**config.mk**
```make
export PLATFORM = sky130hd
export DESIGN_NAME = duck_motion_ctrl
export DESIGN_NICKNAME = d
export VERILOG_FILES = /design/src/rtl/duck_pkg.sv /design/src/rtl/duck_lfsr.sv /design/src/rtl/duck_motion_ctrl.sv
export SDC_FILE = /design/constraint.sdc
export NUM_CORES = 1
export LEC_CHECK = 0
export ABC_CLOCK_PERIOD_IN_PS = 6000
export BUFFER_PORTS_ARGS = -buffer_cell sky130_fd_sc_hd__buf_2
export CELL_PAD_IN_SITES_DETAIL_PLACEMENT = 1
export CELL_PAD_IN_SITES_GLOBAL_PLACEMENT = 1
export CORE_UTILIZATION = 49
export CTS_CLUSTER_SIZE = 25
export DETAILED_ROUTE_END_ITERATION = 8
export GPL_ROUTABILITY_DRIVEN = 1
export HOLD_SLACK_MARGIN = 0.05
export PLACE_DENSITY = 0.91
export SETUP_SLACK_MARGIN = 0.05
export SLEW_MARGIN = 30
export SYNTH_ARGS = -nofsm -noshare
export SYNTH_HDL_FRONTEND = slang
export SYNTH_SLANG_ARGS = --single-unit
```
**constraint.sdc**
```tcl
create_clock -name vga_clk -period 6 [get_ports vga_clk]
set_clock_uncertainty 0.15 [all_clocks]
set_input_delay 0.6 -clock vga_clk [delete_from_list [all_inputs] [get_ports vga_clk]]
set_output_delay 0.6 -clock vga_clk [all_outputs]
set_load 0.03 [all_outputs]
```
**src/rtl/duck_pkg.sv**
```systemverilog
// Shared types, screen defaults and the axis stepping helper for the duck motion controller.
// The optional LFSR direction randomiser is enabled by defining DUCK_LFSR_EN.
package duck_pkg;

  typedef enum logic [2:0] {
    IDLE,
    FLY,
    HIT,
    FALL,
    ESCAPE
  } duck_state_e;

  localparam logic DIR_LEFT  = 1'b0;
  localparam logic DIR_RIGHT = 1'b1;
  localparam logic DIR_UP    = 1'b0;
  localparam logic DIR_DOWN  = 1'b1;

  localparam int DUCK_H_RES    = 640;
  localparam int DUCK_V_RES    = 480;
  localparam int DUCK_SPRITE_W = 64;
  localparam int DUCK_SPRITE_H = 64;

  localparam logic [1:0] ANIM_REST = 2'd0;
  localparam logic [1:0] ANIM_SHOT = 2'd3;

  localparam logic [15:0] LFSR_SEED = 16'hACE1;
  localparam logic [15:0] LFSR_TAPS = 16'hB400;

  typedef struct packed {
    logic [9:0] pos;
    logic       flip;
  } axis_step_t;

  // Touching either wall saturates there and reports a bounce, so the reversed move starts next frame.
  function automatic axis_step_t axis_step(input logic [9:0] pos, input logic inc,
                                           input logic [9:0] step, input logic [9:0] lim);
    logic signed [10:0] nxt;
    axis_step_t         r;
    nxt    = inc ? ($signed({1'b0, pos}) + $signed({1'b0, step}))
                 : ($signed({1'b0, pos}) - $signed({1'b0, step}));
    r.pos  = nxt[9:0];
    r.flip = 1'b0;
    if (nxt <= 11'sd0) begin
      r.pos  = '0;
      r.flip = 1'b1;
    end else if (nxt >= $signed({1'b0, lim})) begin
      r.pos  = lim;
      r.flip = 1'b1;
    end
    return r;
  endfunction

endpackage

```
**src/rtl/duck_lfsr.sv**
```systemverilog
// 16-bit Galois LFSR advanced once per enable pulse; only built when DUCK_LFSR_EN is defined.
module duck_lfsr
  import duck_pkg::*;
(
  input  logic       clk,
  input  logic       rst_n,
  input  logic       en,
  output logic [1:0] rnd
);

  logic [15:0] lfsr_q, lfsr_d;

  always_comb begin
    lfsr_d = lfsr_q;
    if (en) lfsr_d = {1'b0, lfsr_q[15:1]} ^ (lfsr_q[0] ? LFSR_TAPS : 16'h0000);
  end

  always_ff @(posedge clk or negedge rst_n) begin
    if (!rst_n) lfsr_q <= LFSR_SEED;
    else        lfsr_q <= lfsr_d;
  end

  assign rnd = lfsr_q[1:0];

endmodule

```
**src/rtl/duck_motion_ctrl.sv**
```systemverilog
// Per-duck position, direction, flap animation and fly/hit/fall/escape life cycle, one step per frame.
// Define DUCK_LFSR_EN to randomise spawn direction and vertical heading on horizontal wall bounces.
module duck_motion_ctrl
  import duck_pkg::*;
#(
  parameter int H_RES         = DUCK_H_RES,
  parameter int V_RES         = DUCK_V_RES,
  parameter int SPRITE_W      = DUCK_SPRITE_W,
  parameter int SPRITE_H      = DUCK_SPRITE_H,
  parameter int STEP_X        = 2,
  parameter int STEP_Y        = 1,
  parameter int FALL_STEP     = 4,
  parameter int ESC_STEP      = 2,
  parameter int FLAP_DIV      = 8,
  parameter int HIT_HOLD      = 30,
  parameter int ESCAPE_FRAMES = 600
) (
  input  logic       vga_clk,
  input  logic       reset_n,
  input  logic       frame_tick,
  input  logic       spawn,
  input  logic [9:0] spawn_x,
  input  logic       spawn_dir,
  input  logic       hit,
  output logic [9:0] duck_x,
  output logic [9:0] duck_y,
  output logic [1:0] anim_frame,
  output logic       visible,
  output logic       fallen,
  output logic       escaped
);

  localparam logic [9:0] XMAX = 10'(H_RES - SPRITE_W);
  localparam logic [9:0] YMAX = 10'(V_RES - SPRITE_H);
  localparam int FLAP_W = $clog2(FLAP_DIV + 1);
  localparam int ESC_W  = $clog2(ESCAPE_FRAMES + 1);
  localparam int HOLD_W = $clog2(HIT_HOLD + 1);

  duck_state_e       state_q, state_d;
  logic [9:0]        x_q, x_d, y_q, y_d;
  logic              dir_x_q, dir_x_d, dir_y_q, dir_y_d;
  logic [FLAP_W-1:0] flap_q, flap_d, flap_nxt;
  logic [ESC_W-1:0]  esc_q, esc_d;
  logic [HOLD_W-1:0] hold_q, hold_d;
  logic [1:0]        anim_q, anim_d, anim_nxt;
  logic              visible_q, visible_d, fallen_q, fallen_d, escaped_q, escaped_d;
  logic              flap_wrap;
  axis_step_t        xs, ys, fs, es;
  logic [1:0]        lfsr_bits;

`ifdef DUCK_LFSR_EN
  localparam bit LFSR_EN = 1'b1;
  duck_lfsr u_lfsr (
    .clk   (vga_clk),
    .rst_n (reset_n),
    .en    (frame_tick),
    .rnd   (lfsr_bits)
  );
`else
  localparam bit LFSR_EN = 1'b0;
  assign lfsr_bits = 2'b00;
`endif

  always_comb begin
    state_d   = state_q;
    x_d       = x_q;
    y_d       = y_q;
    dir_x_d   = dir_x_q;
    dir_y_d   = dir_y_q;
    flap_d    = flap_q;
    esc_d     = esc_q;
    hold_d    = hold_q;
    anim_d    = anim_q;
    fallen_d  = 1'b0;
    escaped_d = 1'b0;

    xs = axis_step(x_q, dir_x_q == DIR_RIGHT, 10'(STEP_X), XMAX);
    ys = axis_step(y_q, dir_y_q == DIR_DOWN, 10'(STEP_Y), YMAX);
    fs = axis_step(y_q, 1'b1, 10'(FALL_STEP), YMAX);
    es = axis_step(y_q, 1'b0, 10'(ESC_STEP), YMAX);

    flap_wrap = (flap_q == FLAP_W'(FLAP_DIV - 1));
    flap_nxt  = flap_wrap ? '0 : flap_q + 1'b1;
    anim_nxt  = anim_q;
    if (flap_wrap) anim_nxt = (anim_q >= 2'd2) ? 2'd0 : anim_q + 2'd1;

    unique case (state_q)
      IDLE: begin
        if (spawn) begin
          state_d = FLY;
          x_d     = (spawn_x > XMAX) ? XMAX : spawn_x;
          y_d     = YMAX;
          dir_x_d = spawn_dir ^ lfsr_bits[1];
          dir_y_d = DIR_UP;
          flap_d  = '0;
          esc_d   = '0;
          anim_d  = ANIM_REST;
        end
      end
      FLY: begin
        // A shot wins over both the frame move and an escape expiry in the same cycle.
        if (hit) begin
          state_d = HIT;
          anim_d  = ANIM_SHOT;
          hold_d  = '0;
        end else if (frame_tick) begin
          x_d = xs.pos;
          y_d = ys.pos;
          if (xs.flip) dir_x_d = ~dir_x_q;
          if (ys.flip) dir_y_d = ~dir_y_q;
          if (LFSR_EN && xs.flip) dir_y_d = lfsr_bits[0];
          flap_d = flap_nxt;
          anim_d = anim_nxt;
          esc_d  = esc_q + 1'b1;
          if (esc_q == ESC_W'(ESCAPE_FRAMES - 1)) state_d = ESCAPE;
        end
      end
      HIT: begin
        if (frame_tick) begin
          hold_d = hold_q + 1'b1;
          if (hold_q == HOLD_W'(HIT_HOLD - 1)) state_d = FALL;
        end
      end
      FALL: begin
        if (frame_tick) begin
          y_d    = fs.pos;
          anim_d = ANIM_SHOT;
          if (fs.flip) begin
            fallen_d = 1'b1;
            state_d  = IDLE;
          end
        end
      end
      ESCAPE: begin
        if (frame_tick) begin
          y_d = es.pos;
          x_d = xs.pos;
          if (xs.flip) dir_x_d = ~dir_x_q;
          flap_d = flap_nxt;
          anim_d = anim_nxt;
          if (es.flip) begin
            escaped_d = 1'b1;
            state_d   = IDLE;
          end
        end
      end
      default: state_d = IDLE;
    endcase

    visible_d = (state_d != IDLE);
  end

  always_ff @(posedge vga_clk or negedge reset_n) begin
    if (!reset_n) begin
      state_q   <= IDLE;
      x_q       <= '0;
      y_q       <= YMAX;
      dir_x_q   <= DIR_RIGHT;
      dir_y_q   <= DIR_UP;
      flap_q    <= '0;
      esc_q     <= '0;
      hold_q    <= '0;
      anim_q    <= ANIM_REST;
      visible_q <= 1'b0;
      fallen_q  <= 1'b0;
      escaped_q <= 1'b0;
    end else begin
      state_q   <= state_d;
      x_q       <= x_d;
      y_q       <= y_d;
      dir_x_q   <= dir_x_d;
      dir_y_q   <= dir_y_d;
      flap_q    <= flap_d;
      esc_q     <= esc_d;
      hold_q    <= hold_d;
      anim_q    <= anim_d;
      visible_q <= visible_d;
      fallen_q  <= fallen_d;
      escaped_q <= escaped_d;
    end
  end

  assign duck_x     = x_q;
  assign duck_y     = y_q;
  assign anim_frame = anim_q;
  assign visible    = visible_q;
  assign fallen     = fallen_q;
  assign escaped    = escaped_q;

endmodule
```
After elaboration in Yosys (flattened, before gate mapping)
Index checks and enable logic that the tools add are counted.
W data, S select, Z words.
Word-level totals
  output and inout bits: 25
  memory bits (writable): 0
  bits of input ports: 16
  bits in read-only memories: 0
  bits in registers: 49
  bits in latches: 0
  memories kept: 0
Cells by class
  mux-type cells: 67
  bitwise logic cells: 2
  add/subtract/negate cells: 10
  equality and inequality tests: 15
  shift operators: 0
  reduce and logical (&&, ||, !) cells: 12
  magnitude comparators: 10
  div/mod/pow operators: 0
  multiply operators: 0
Operators with widths (count)
  $mux W10: 12
  $mux W11: 10
  $le A11 B1 Y1 const B: 4
  $pmux W10 S4: 1
  $ge A11 B10 Y1 const B: 3
  $mux W3: 10
  $pmux W10 S3: 1
  $sub A10 B2 Y11 const B: 2
  $pmux W10 S2: 1
  $mux W4: 4
  $ne A2 B2 Y1 const B: 8
  $pmux W3 S5: 1
  $mux W1: 14
  $mux W2: 6
  $pmux W4 S3: 1
  $add A10 B1 Y11 const B: 1
  $add A10 B2 Y11 const B: 1
  $add A10 B3 Y11 const B: 1
  $ge A11 B11 Y1 const B: 1
  $sub A10 B1 Y11 const B: 1
  $add A10 B1 Y10 const B: 1
  $eq A10 B10 Y1 const B: 1
  $gt A10 B10 Y1 const B: 1
  $mux W5: 2
  22 further kinds: 28

Longest topological paths before layout
Gate-level depths: netlist (run 1).
  depth after elaboration: 9
  mapped depth: 12

Worst setup path before layout (run 1)
No wires, ideal clock.
  path type: flip-flop to flip-flop
  start point: register dir_x_q
  end point: register x_q[0], in the netlist duck_x[0]
  setup slack: 2407 ps
  cell stages (with the launch flop): 12
  data arrival time: 3313 ps
  clock period less this slack: 3593 ps
  cell sequence: dfstp_2 inv_1 fa_1 a21o_1 a221o_1 or4b_1 o211ai_1 a21oi_1 or4_1 buf_2 a311oi_2 o21ai_0
Between the ends
  word-level cells in the longest chain between the ends: 7
Ends and longest elaborated chain
  start: declaration: line duck_motion_ctrl.sv:41  | logic dir_x_q, dir_x_d, dir_y_q, dir_y_d;
  start signal: assignment: line duck_motion_ctrl.sv:171  | dir_x_q <= dir_x_d;
  $mux W11 *: line duck_pkg.sv:39  | nxt = inc ? ($signed({1'b0, pos}) + $signed({1'b0, step}))
  $ge A11 B11 Y1: line duck_pkg.sv:46  | end else if (nxt >= $signed({1'b0, lim})) begin
  $mux W11: line duck_pkg.sv:46
  $mux W11 *: line duck_pkg.sv:43  | if (nxt <= 11'sd0) begin
  $mux W10 *: line duck_motion_ctrl.sv:106, duck_motion_ctrl.sv:135
  $mux W10: line duck_motion_ctrl.sv:102  | if (hit) begin
  $pmux W10 S3 *: line duck_motion_ctrl.sv:87  | unique case (state_q)
  end signal: assignment: line duck_motion_ctrl.sv:156  | x_q <= '0;
  end signal: assignment: line duck_motion_ctrl.sv:169  | x_q <= x_d;
  end: declaration: line duck_motion_ctrl.sv:40  | logic [9:0] x_q, x_d, y_q, y_d;
Every way passes the cells marked *; elsewhere a longest branch is shown, timed or not. The select of a mux whose other input is x is not followed.
A chain may end at the register's enable or synchronous reset.

Worst setup path in the final report (run 1)
Ends and elaborated chain as after synthesis.

==> results of run 1 <==
-- flip-flops by register name (all words and copies together), names as in the netlist, 2 cells and up --
register,flops
esc_q,10
duck_x,10
hold_q,5
duck_y,10
state_q,3
anim_frame,2
flap_q,4
-- stage by stage --
step | hold slack [ns] | setup WS (ns) | area, sq um
detailed placement | 0.3536 | 1.931 | 4491
global placement | 0.3476 | 2.151 | 4491
global route | 0.2998 | 1.802 | 4603
finish | 0.2276 | 1.889 | 4603
floorplan | 0.1544 | 2.407 | 4234
CTS | 0.2567 | 1.916 | 4603
-- area by class of cell --
type	count	area, sq um	share of cell area
Inverter	20	75.07	0.01631
Clock inverter	3	43.79	0.009513
Sequential cell	49	1231	0.2675
Clock buffer	5	68.82	0.01495
Multi-Input combinational cell	437	2823	0.6132
Timing Repair Buffer	44	230.2	0.05001
Tap cell	105	131.4	0.02854
-- power groups by stage --
| stage | Sequential [mW] | Clock [mW] | Combinational (mW) |
|---|---|---|---|
| floorplan | 0.703 | 0 | 1.55 |
| global placement | 0.672 | 0 | 2.00 |
| detailed placement | 0.684 | 0 | 2.13 |
| CTS | 0.680 | 0.247 | 2.15 |
| global route | 0.709 | 0.257 | 2.39 |
| finish | 0.687 | 0.245 | 2.18 |
-- layer usage --
metal / vias up / wire length (um)
met4: 0 / 204
met2: 132 / 6613
li1: 2033 / -
met1: 2157 / 5843
met5: - / 0
met3: 19 / 682
-- how the worst max path moves through the flow --
stage	from	end	slack, ns	cells after the start
floorplan	dir_x_q	duck_x[0]	2.41	11
global placement	dir_x_q	duck_x[0]	2.15	10
detailed placement	dir_x_q	duck_x[0]	1.93	10
CTS	dir_x_q	duck_x[0]	1.92	10
global route	dir_x_q	duck_x[0]	1.80	10
finish	dir_x_q	duck_x[0]	1.89	10
-- layout by cell type (no fill, tap or decap), types with 3 or more instances in the layout --
cell	synthesis	layout
nand2_1	51	51
or3_1	8	8
clkbuf_8	0	5
a221oi_1	4	4
xnor2_1	11	11
ha_1	26	26
nand3_1	19	19
buf_4	0	4
and3_1	9	9
o31ai_1	9	9
nor3_1	27	27
a21oi_1	28	28
o21bai_1	3	3
nor2b_1	9	9
o21ai_0	35	35
a211o_1	4	4
a21o_1	8	8
dfrtp_1	45	45
a22oi_1	4	4
a31oi_1	15	15
o211ai_1	3	3
mux2i_1	7	7
nor4_1	4	4
a211oi_1	10	10
nand2b_1	4	4
nor4b_1	3	3
or4_1	5	5
nand4_1	14	14
buf_2	3	40
dfstp_2	4	4
inv_1	20	20
o21a_1	3	3
xor2_1	14	14
nor2_1	55	55
nand4b_1	3	3
-- cell families after synthesis --
kind of cell	after synthesis
AOI/OAI and AO/OA	154
DFF	49
muxes	8
adders and majority gates	28
buffers and inverters	45
xor gates and xnor gates	25
and+or+nand+nor	222
-- worst register-to-register path, delay by kind of cell, from the launching register on --
kind,cells,cell delay [ns]
buffers and inverters,1,0.20
adder cells (fa/ha/maj),1,0.46
AO/OA/AOI/OAI,5,1.13
flip-flops,1,0.59
AND/OR/NAND/NOR,3,1.46
==> results.py, run 1 <==
metrics = {
    "drt": {
        "num_vias": 4341,
        "drt-total-wl_mm": 13.34,
        "drtIter0Drc": 290,
        "drc": 0,
        "drtAntennaViolNets": 0,
        "viasPerCell": 6.548,
        "wl_per_cell_um": 20.12,
        "firstDrtPassIters": 5,
    },
    "logic_synthesis": {
        "synth_top_area_frac": 0.2660,
        "synth_area_leaders": "dfrtp_1, ha_1, nor2_1",
        "synth_adder_area_share": 0.08629,
        "synth_compound_area_frac": 0.2450,
        "muxShareOfSynthArea": 0.01921,
        "synth_cell_types": 68,
        "synth_commonest_cells": "nor2_1, nand2_1, dfrtp_1",
        "ys.flop_type": "dfrtp_1",
        "syn_nets": 575,
        "synth-seq-area-share": 0.2908,
        "synthesis.instances": 531,
        "ys_ff_latch": 49,
        "syn_area_sq_um": 4234,
        "synth_warnings": 0,
        "synth_edf_count": 0,
        "synth_top_family_by_area": "simple AND/OR/NAND/NOR gates",
        "synth-simple-area-share": 0.2645,
        "synth_top_area_cell": "dfrtp_1",
        "yosysMostFrequentCell": "nor2_1",
        "synth-async-reset-ratio": 1.000,
        "synth_xor_area_frac": 0.05171,
        "syn_area_per_cell_sq_um": 7.974,
    },
    "cts": {
        "cts_made_buffers": 5,
        "clock_path_buffers": 2,
        "clock-sinks": 49,
        "ctsHoldBuffers": 0,
        "post_cts_buffers": 0,
        "cts.repair.resized": 0,
        "insertion_delay_ns": 0.31,
        "ctsRootBufferMaster": "clkbuf_8",
        "cts.clk_slew.worst_paths_ns": 0.10,
        "cts_tree": "done",
        "cts.htree.levels": 2,
    },
    "worst_setup_path": {
        "crit_arrival_ns": 4.15,
        "r2r-end": "duck_x[0]",
        "worstPathMaxFanout": 10,
        "critPathTopFamily": "simple AND/OR/NAND/NOR gates",
        "path_buf_inv": 1,
        "worstSetupEndpointType": "flop",
        "critPathLaunchType": "flop",
        "worstRegToRegCells": 10,
        "crit_required_ns": 6.04,
        "worstReg2RegStart": "dir_x_q",
        "crit_chain": "inv_1 > ha_1 > and3_1 > a221o_1 > or4b_1 > o211ai_1 > a21oi_1 > or4_1 > a311oi_2 > o21ai_0",
        "worstSetupPathType": "reg -> reg",
        "crit_path_top_delay_cell": "or4_1",
        "rrSetupSlack_ns": 1.89,
        "cp_slowest_stage_delay_ns": 0.72,
    },
    "sta": {
        "setup_viol": 0,
        "period_minus_slack_ns": 4.111,
        "finalSetupTns_ns": 0,
        "finalHoldViolCount": 0,
        "final_max_slew_viol_count": 0,
        "worstMarginPinSlew_ns": 0.8921,
        "period_share": 0.6851,
        "slew_headroom": 0.4053,
        "timing.fmax_mhz": 243.3,
        "rsz0062_at_grt": "false",
    },
    "grt": {
        "antenna_found_initial": 0,
        "grt_overflow_total": 0,
        "grt_use_met2": 0.5324,
        "grt_max_degree": 50,
        "grtUsageTotal": 0.3131,
        "grt_first_pass_wirelength_mm": 21.98,
        "grt_use_met3": 0.04267,
        "grt_pass1_vias": 4396,
        "use_met1": 0.4126,
        "busiest_layer": "met2",
    },
    "floorplan": {
        "die_y_um": 94.96,
        "io_pins": 41,
        "dieArea_sq_um": 9016,
        "core_sq_um": 8299,
        "die_width_um": 94.96,
        "start_util": 0.5102,
        "rows": 33,
    },
    "power_and_ir_drop": {
        "p_leak_nw": 1.962,
        "p_switching_mw": 1.740,
        "p_clk_frac": 0.079,
        "power.total_mw": 3.114,
        "p_comb_frac": 0.701,
        "irDropWorstVdd_uv": 219.4,
        "power_per_cell_area_nw_per_um2": 676.4,
        "p_int_mw": 1.374,
        "p_seq_frac": 0.221,
        "swShare": 0.5588,
    },
    "finish": {
        "post-route-util": 0.5547,
        "syn2layout_area_growth_pct": 8.717,
        "num_antenna_cells": 0,
        "layout.cells.non_filler": 663,
        "drive_above_1_share": 0.1147,
        "fillers": 1044,
        "nNetsFinal": 601,
    },
    "placement": {
        "placed_cells": 655,
        "dp_hpwl_mm": 9.899,
        "globalplace.congestion": 0.8869,
        "port-buffer-count": 40,
    },
    "hold_path": {
        "worst_hold_path_type": "in -> async",
    },
    "status": {
        "outcome": "complete, no violations",
    },
    "run": {
        "maxCapViolCount": 0,
    },
}
Note: power is estimated with default switching activity, not from simulation.
==> run 2: changes to the inputs <==
--- a/config.mk
+++ b/config.mk
@@ -5,16 +5,16 @@
 export SDC_FILE = /design/constraint.sdc
 export NUM_CORES = 1
 export LEC_CHECK = 0
-export ABC_CLOCK_PERIOD_IN_PS = 6000
+export ABC_CLOCK_PERIOD_IN_PS = 4200
 export BUFFER_PORTS_ARGS = -buffer_cell sky130_fd_sc_hd__buf_2
 export CELL_PAD_IN_SITES_DETAIL_PLACEMENT = 1
 export CELL_PAD_IN_SITES_GLOBAL_PLACEMENT = 1
-export CORE_UTILIZATION = 49
+export CORE_UTILIZATION = 45
 export CTS_CLUSTER_SIZE = 25
 export DETAILED_ROUTE_END_ITERATION = 8
 export GPL_ROUTABILITY_DRIVEN = 1
 export HOLD_SLACK_MARGIN = 0.05
-export PLACE_DENSITY = 0.91
+export PLACE_DENSITY = 0.85
 export SETUP_SLACK_MARGIN = 0.05
 export SLEW_MARGIN = 30
 export SYNTH_ARGS = -nofsm -noshare
==> constraint.sdc (replaced) <==
create_clock -name vga_clk -period 4.2 [get_ports vga_clk]
set_clock_uncertainty 0.15 [all_clocks]
set_input_delay 0.42 -clock vga_clk [delete_from_list [all_inputs] [get_ports vga_clk]]
set_output_delay 0.42 -clock vga_clk [all_outputs]
set_load 0.03 [all_outputs]
==> run 2 against run 1 <==
Flip-flop and latch count unchanged; critical path depth unchanged; wire length down 1.9%; critical path type unchanged; critical endpoint unchanged.
==> results.py, run 2 (synthesized netlist as in run 1, its figures left out) <==
metrics = {
    "drt": {
        "firstDrtPassIters": 5,
        "num_vias": 4333,
        "drtIter0Drc": 227,
        "wl_per_cell_um": 19.45,
        "viasPerCell": 6.438,
        "drc": 0,
        "drt-total-wl_mm": 13.09,
        "drtAntennaViolNets": 0,
    },
    "sta": {
        "setup_viol": 0,
        "period_minus_slack_ns": 3.968,
        "timing.fmax_mhz": 252.0,
        "finalHoldViolCount": 0,
        "final_max_slew_viol_count": 0,
        "slew_headroom": 0.3843,
        "worstMarginPinSlew_ns": 0.9236,
        "rsz0062_at_grt": "false",
        "finalSetupTns_ns": 0,
        "period_share": 0.9448,
    },
    "power_and_ir_drop": {
        "irDropWorstVdd_uv": 417.5,
        "p_int_mw": 1.933,
        "power.total_mw": 4.417,
        "p_seq_frac": 0.211,
        "swShare": 0.5624,
        "p_leak_nw": 1.964,
        "power_per_cell_area_nw_per_um2": 956.1,
        "p_comb_frac": 0.723,
        "p_switching_mw": 2.484,
        "p_clk_frac": 0.066,
    },
    "worst_setup_path": {
        "rrSetupSlack_ns": 0.23,
        "critPathLaunchType": "flop",
        "critPathMostFrequentCell": "o21ai_0",
        "worstSetupPathType": "reg -> reg",
        "worstPathMaxFanout": 10,
        "worstSetupEndpointType": "flop",
        "r2r-end": "duck_x[0]",
        "worstReg2RegStart": "dir_x_q",
        "worstRegToRegCells": 10,
        "cp_slowest_stage_delay_ns": 0.58,
        "crit_required_ns": 4.24,
        "crit_path_top_delay_cell": "dfstp_2",
        "crit_arrival_ns": 4.01,
        "path_buf_inv": 1,
        "critPathTopFamily": "simple AND/OR/NAND/NOR gates",
        "crit_chain": "inv_1 > ha_1 > and3_1 > a221o_1 > or4b_1 > o21ai_0 > o31ai_1 > or4_4 > a311oi_2 > o21ai_0",
    },
    "grt": {
        "grt_pass1_vias": 4337,
        "grt_max_degree": 50,
        "grt_first_pass_wirelength_mm": 21.87,
        "antenna_found_initial": 0,
        "grt_overflow_total": 0,
        "grtUsageTotal": 0.2765,
    },
    "cts": {
        "cts_made_buffers": 5,
        "clock_path_buffers": 2,
        "cts.clk_slew.worst_paths_ns": 0.10,
        "cts.htree.levels": 2,
        "cts_tree": "done",
        "ctsRootBufferMaster": "clkbuf_8",
        "insertion_delay_ns": 0.31,
        "clock-sinks": 49,
    },
    "floorplan": {
        "io_pins": 41,
        "die_y_um": 99,
        "dieArea_sq_um": 9801,
        "core_sq_um": 9196,
        "start_util": 0.4604,
        "die_width_um": 99,
        "rows": 35,
    },
    "run": {
        "maxCapViolCount": 0,
    },
    "finish": {
        "syn2layout_area_growth_pct": 9.102,
        "num_antenna_cells": 0,
        "drive_above_1_share": 0.1210,
        "layout_commonest_cell": "nor2_1",
        "nNetsFinal": 605,
        "final_cell_mix": "nor2_1, nand2_1, dfrtp_1",
        "fillers": 1162,
    },
    "status": {
        "outcome": "complete, no violations",
    },
    "placement": {
        "dp_hpwl_mm": 9.784,
        "port-buffer-count": 40,
        "globalplace.congestion": 0.8816,
    },
    "hold_path": {
        "worst_hold_path_type": "in -> async",
    },
}
-- run 2: layout make-up --
cell class / instances / area (sq um) / share of cell area
Multi-Input combinational cell: 437 / 2830 / 0.6127
Sequential cell: 49 / 1231 / 0.2665
Timing Repair Buffer: 48 / 260.3 / 0.05634
Tap cell: 111 / 138.9 / 0.03006
Clock buffer: 7 / 76.32 / 0.01652
Inverter: 20 / 75.07 / 0.01625
Clock inverter: 1 / 7.507 / 0.001625
-- run 2: worst reg2reg max path, cell delays in order, from the launching register on --
cell and delay [ns]:
dfstp_2 0.58, inv_1 0.21, ha_1 0.47, and3_1 0.23
a221o_1 0.37, or4b_1 0.51, o21ai_0 0.15, o31ai_1 0.16
or4_4 0.58, a311oi_2 0.32, o21ai_0 0.12
-- run 2: metal layers --
metal	up-vias	routed length [um]	track usage
li1	2041	-	-
met5	-	0	0
met1	2187	6106	0.3894
met4	0	153	0.05281
met2	92	6324	0.4637
met3	13	509	0.02766
-- run 2: through the flow --
step,hold slack [ns],setup slack (ns),cells,utilization,cell area (sq um)
2_1_floorplan,-0.02559,0.6075,531,-,4234
3_3_place_gp,0.3475,0.3302,665,0.4924,4528
3_5_place_dp,0.3449,0.1550,665,0.4924,4528
4_1_cts,0.08709,0.1390,673,0.5015,4612
5_1_grt,0.1198,0.07695,673,0.5023,4619
6_report,0.05922,0.2320,673,0.5023,4619
-- run 2: power by group through the flow --
stage          sequential, mW  combinational, mW  clock, mW
3_5_place_dp            0.937               3.10          0
4_1_cts                 0.928               3.12      0.294
5_1_grt                 0.963               3.49      0.307
3_3_place_gp            0.922               2.95          0
6_report                0.932               3.19      0.291
2_1_floorplan            1.00               2.21          0
-- run 2: worst max-delay path by stage --
stage               startpoint        end  slack [ns]  cells after the start
detailed placement     dir_x_q  duck_x[0]        0.15                     10
finish                 dir_x_q  duck_x[0]        0.23                     10
global route           dir_x_q  duck_x[0]        0.08                     10
CTS                    dir_x_q  duck_x[0]        0.14                     10
global placement       dir_x_q  duck_x[0]        0.33                     10
floorplan              dir_x_q  duck_x[0]        0.61                     11
-- run 2: timing repair --
action	CTS	global route
endpoints found under the setup margin	0	4
hold endpoints to repair	0	0
gates resized for setup	0	2
hold buffers	0	0
setup buffers	0	0
==> run 3: changes to the inputs <==
--- a/config.mk
+++ b/config.mk
@@ -10,6 +10,7 @@
 export CELL_PAD_IN_SITES_DETAIL_PLACEMENT = 1
 export CELL_PAD_IN_SITES_GLOBAL_PLACEMENT = 1
 export CORE_UTILIZATION = 45
+export CTS_BUF_LIST = sky130_fd_sc_hd__clkbuf_4 sky130_fd_sc_hd__clkbuf_8 sky130_fd_sc_hd__clkbuf_16
 export CTS_CLUSTER_SIZE = 25
 export DETAILED_ROUTE_END_ITERATION = 8
 export GPL_ROUTABILITY_DRIVEN = 1
==> run 3 against run 2 <==
Clock power increased by 4%; via count increased by 0.23%; total power increased by 0.28%; critical path depth unchanged; final area increased by 0.16%; fmax about the same; first-iteration DRC count unchanged; utilization increased by 0.082 points; clock-buffer cell count unchanged; global-route usage unchanged; flip-flop and latch count unchanged; die area unchanged; critical endpoint unchanged.
==> results.py, run 3 (synthesized netlist as in run 1, its figures left out) <==
metrics = {
    "drt": {
        "wl_per_cell_um": 19.45,
        "drtAntennaViolNets": 0,
        "viasPerCell": 6.453,
        "firstDrtPassIters": 5,
        "drc": 0,
        "drt-total-wl_mm": 13.09,
        "drtIter0Drc": 227,
        "num_vias": 4343,
    },
    "sta": {
        "slew_headroom": 0.3842,
        "timing.fmax_mhz": 251.8,
        "final_max_slew_viol_count": 0,
        "rsz0062_at_grt": "false",
        "setup_viol": 0,
        "period_minus_slack_ns": 3.971,
        "finalHoldViolCount": 0,
        "finalSetupTns_ns": 0,
        "period_share": 0.9454,
        "worstMarginPinSlew_ns": 0.9237,
    },
    "cts": {
        "insertion_delay_ns": 0.31,
        "cts.clk_slew.worst_paths_ns": 0.10,
        "cts_made_buffers": 5,
        "clock_path_buffers": 2,
        "clock-sinks": 49,
        "ctsHoldBuffers": 0,
        "ctsRootBufferMaster": "clkbuf_8",
        "cts_tree": "done",
        "post_cts_buffers": 0,
        "cts.htree.levels": 2,
    },
    "floorplan": {
        "io_pins": 41,
        "core_sq_um": 9196,
        "rows": 35,
        "dieArea_sq_um": 9801,
        "die_y_um": 99,
        "start_util": 0.4604,
        "die_width_um": 99,
    },
    "grt": {
        "grt_first_pass_wirelength_mm": 21.87,
        "grt_pass1_vias": 4337,
        "grt_overflow_total": 0,
        "antenna_found_initial": 0,
        "grt_max_degree": 50,
        "grtUsageTotal": 0.2765,
    },
    "finish": {
        "num_antenna_cells": 0,
        "syn2layout_area_growth_pct": 9.279,
        "final_cell_mix": "nor2_1, nand2_1, dfrtp_1",
        "drive_above_1_share": 0.1246,
        "layout_commonest_cell": "nor2_1",
        "seq_area_sq_um": 1231,
        "layout.cells.non_filler": 673,
        "nNetsFinal": 605,
        "fillers": 1164,
        "multi_input_area_sq_um": 2830,
    },
    "worst_setup_path": {
        "worstRegToRegCells": 10,
        "rrSetupSlack_ns": 0.23,
        "crit_required_ns": 4.24,
        "worstReg2RegStart": "dir_x_q",
        "r2r-end": "duck_x[0]",
        "worstSetupPathType": "reg -> reg",
        "worstSetupEndpointType": "flop",
        "critPathLaunchType": "flop",
        "worstPathMaxFanout": 10,
        "crit_arrival_ns": 4.01,
    },
    "power_and_ir_drop": {
        "power_per_cell_area_nw_per_um2": 957.2,
        "power.total_mw": 4.429,
        "swShare": 0.5607,
        "irDropWorstVdd_uv": 414.3,
        "p_clk_frac": 0.068,
        "p_seq_frac": 0.210,
        "p_comb_frac": 0.721,
        "p_leak_nw": 1.971,
        "p_int_mw": 1.945,
        "p_switching_mw": 2.484,
    },
    "run": {
        "maxCapViolCount": 0,
    },
    "placement": {
        "port-buffer-count": 40,
        "globalplace.congestion": 0.8816,
        "dp_hpwl_mm": 9.784,
        "placed_cells": 665,
    },
    "hold_path": {
        "worst_hold_path_type": "in -> async",
    },
    "status": {
        "outcome": "complete, no violations",
    },
}
-- run 3: cell count changes in the layout (fill, tap and decap cells not counted) --
| cell | delta |
|---|---|
| clkbuf_1 | -2 |
| clkbuf_4 | +2 |
-- run 3: worst max path at each step --
stage | startpoint | endpoint | cells past startpoint
6_report | dir_x_q | duck_x[0] | 10
5_1_grt | dir_x_q | duck_x[0] | 10
4_1_cts | dir_x_q | duck_x[0] | 10
3_5_place_dp | dir_x_q | duck_x[0] | 10
3_3_place_gp | dir_x_q | duck_x[0] | 10
2_1_floorplan | dir_x_q | duck_x[0] | 11
-- run 3: final cells by class --
class | count | area share
inverters | 20 | 0.01622
clock buffers | 7 | 0.01812
well taps | 111 | 0.03002
clock inverters | 1 | 0.001622
multi-input cells | 437 | 0.6117
repair buffers | 48 | 0.05625
flip-flops and latches | 49 | 0.2661
-- run 3: critical path: stages, from the launching register on --
cell	delay (ns)
dfstp_2	0.58
inv_1	0.20
ha_1	0.46
and3_1	0.23
a221o_1	0.37
or4b_1	0.51
o21ai_0	0.15
o31ai_1	0.16
or4_4	0.59
a311oi_2	0.32
o21ai_0	0.12
-- run 3: metal layers --
layer	track usage	routed length (um)
met5	0	0
met4	0.05281	153
met3	0.02766	511
met2	0.4637	6332
met1	0.3894	6089
-- run 3: what timing repair did --
item,4_1_cts,5_1_grt
endpoints found under the hold margin,0,0
resized for setup,0,2
endpoints found under the setup margin,0,4
-- run 3: power by group through the flow --
stage / logic (mW) / registers [mW] / clock network [mW]
5_1_grt: 3.49 / 0.963 / 0.320
4_1_cts: 3.12 / 0.928 / 0.307
6_report: 3.19 / 0.931 / 0.303
3_5_place_dp: 3.10 / 0.937 / 0
3_3_place_gp: 2.95 / 0.922 / 0
2_1_floorplan: 2.21 / 1.00 / 0
-- run 3: stage by stage --
stage / cell area, sq um / utilization / setup WS [ns] / hold slack [ns]
CTS: 4619 / 0.5023 / 0.1391 / 0.08767
finish: 4627 / 0.5031 / 0.2294 / 0.06130
global route: 4627 / 0.5031 / 0.07697 / 0.1199
floorplan: 4234 / - / 0.6075 / -0.02559
detailed placement: 4528 / 0.4924 / 0.1550 / 0.3449
global placement: 4528 / 0.4924 / 0.3302 / 0.3475
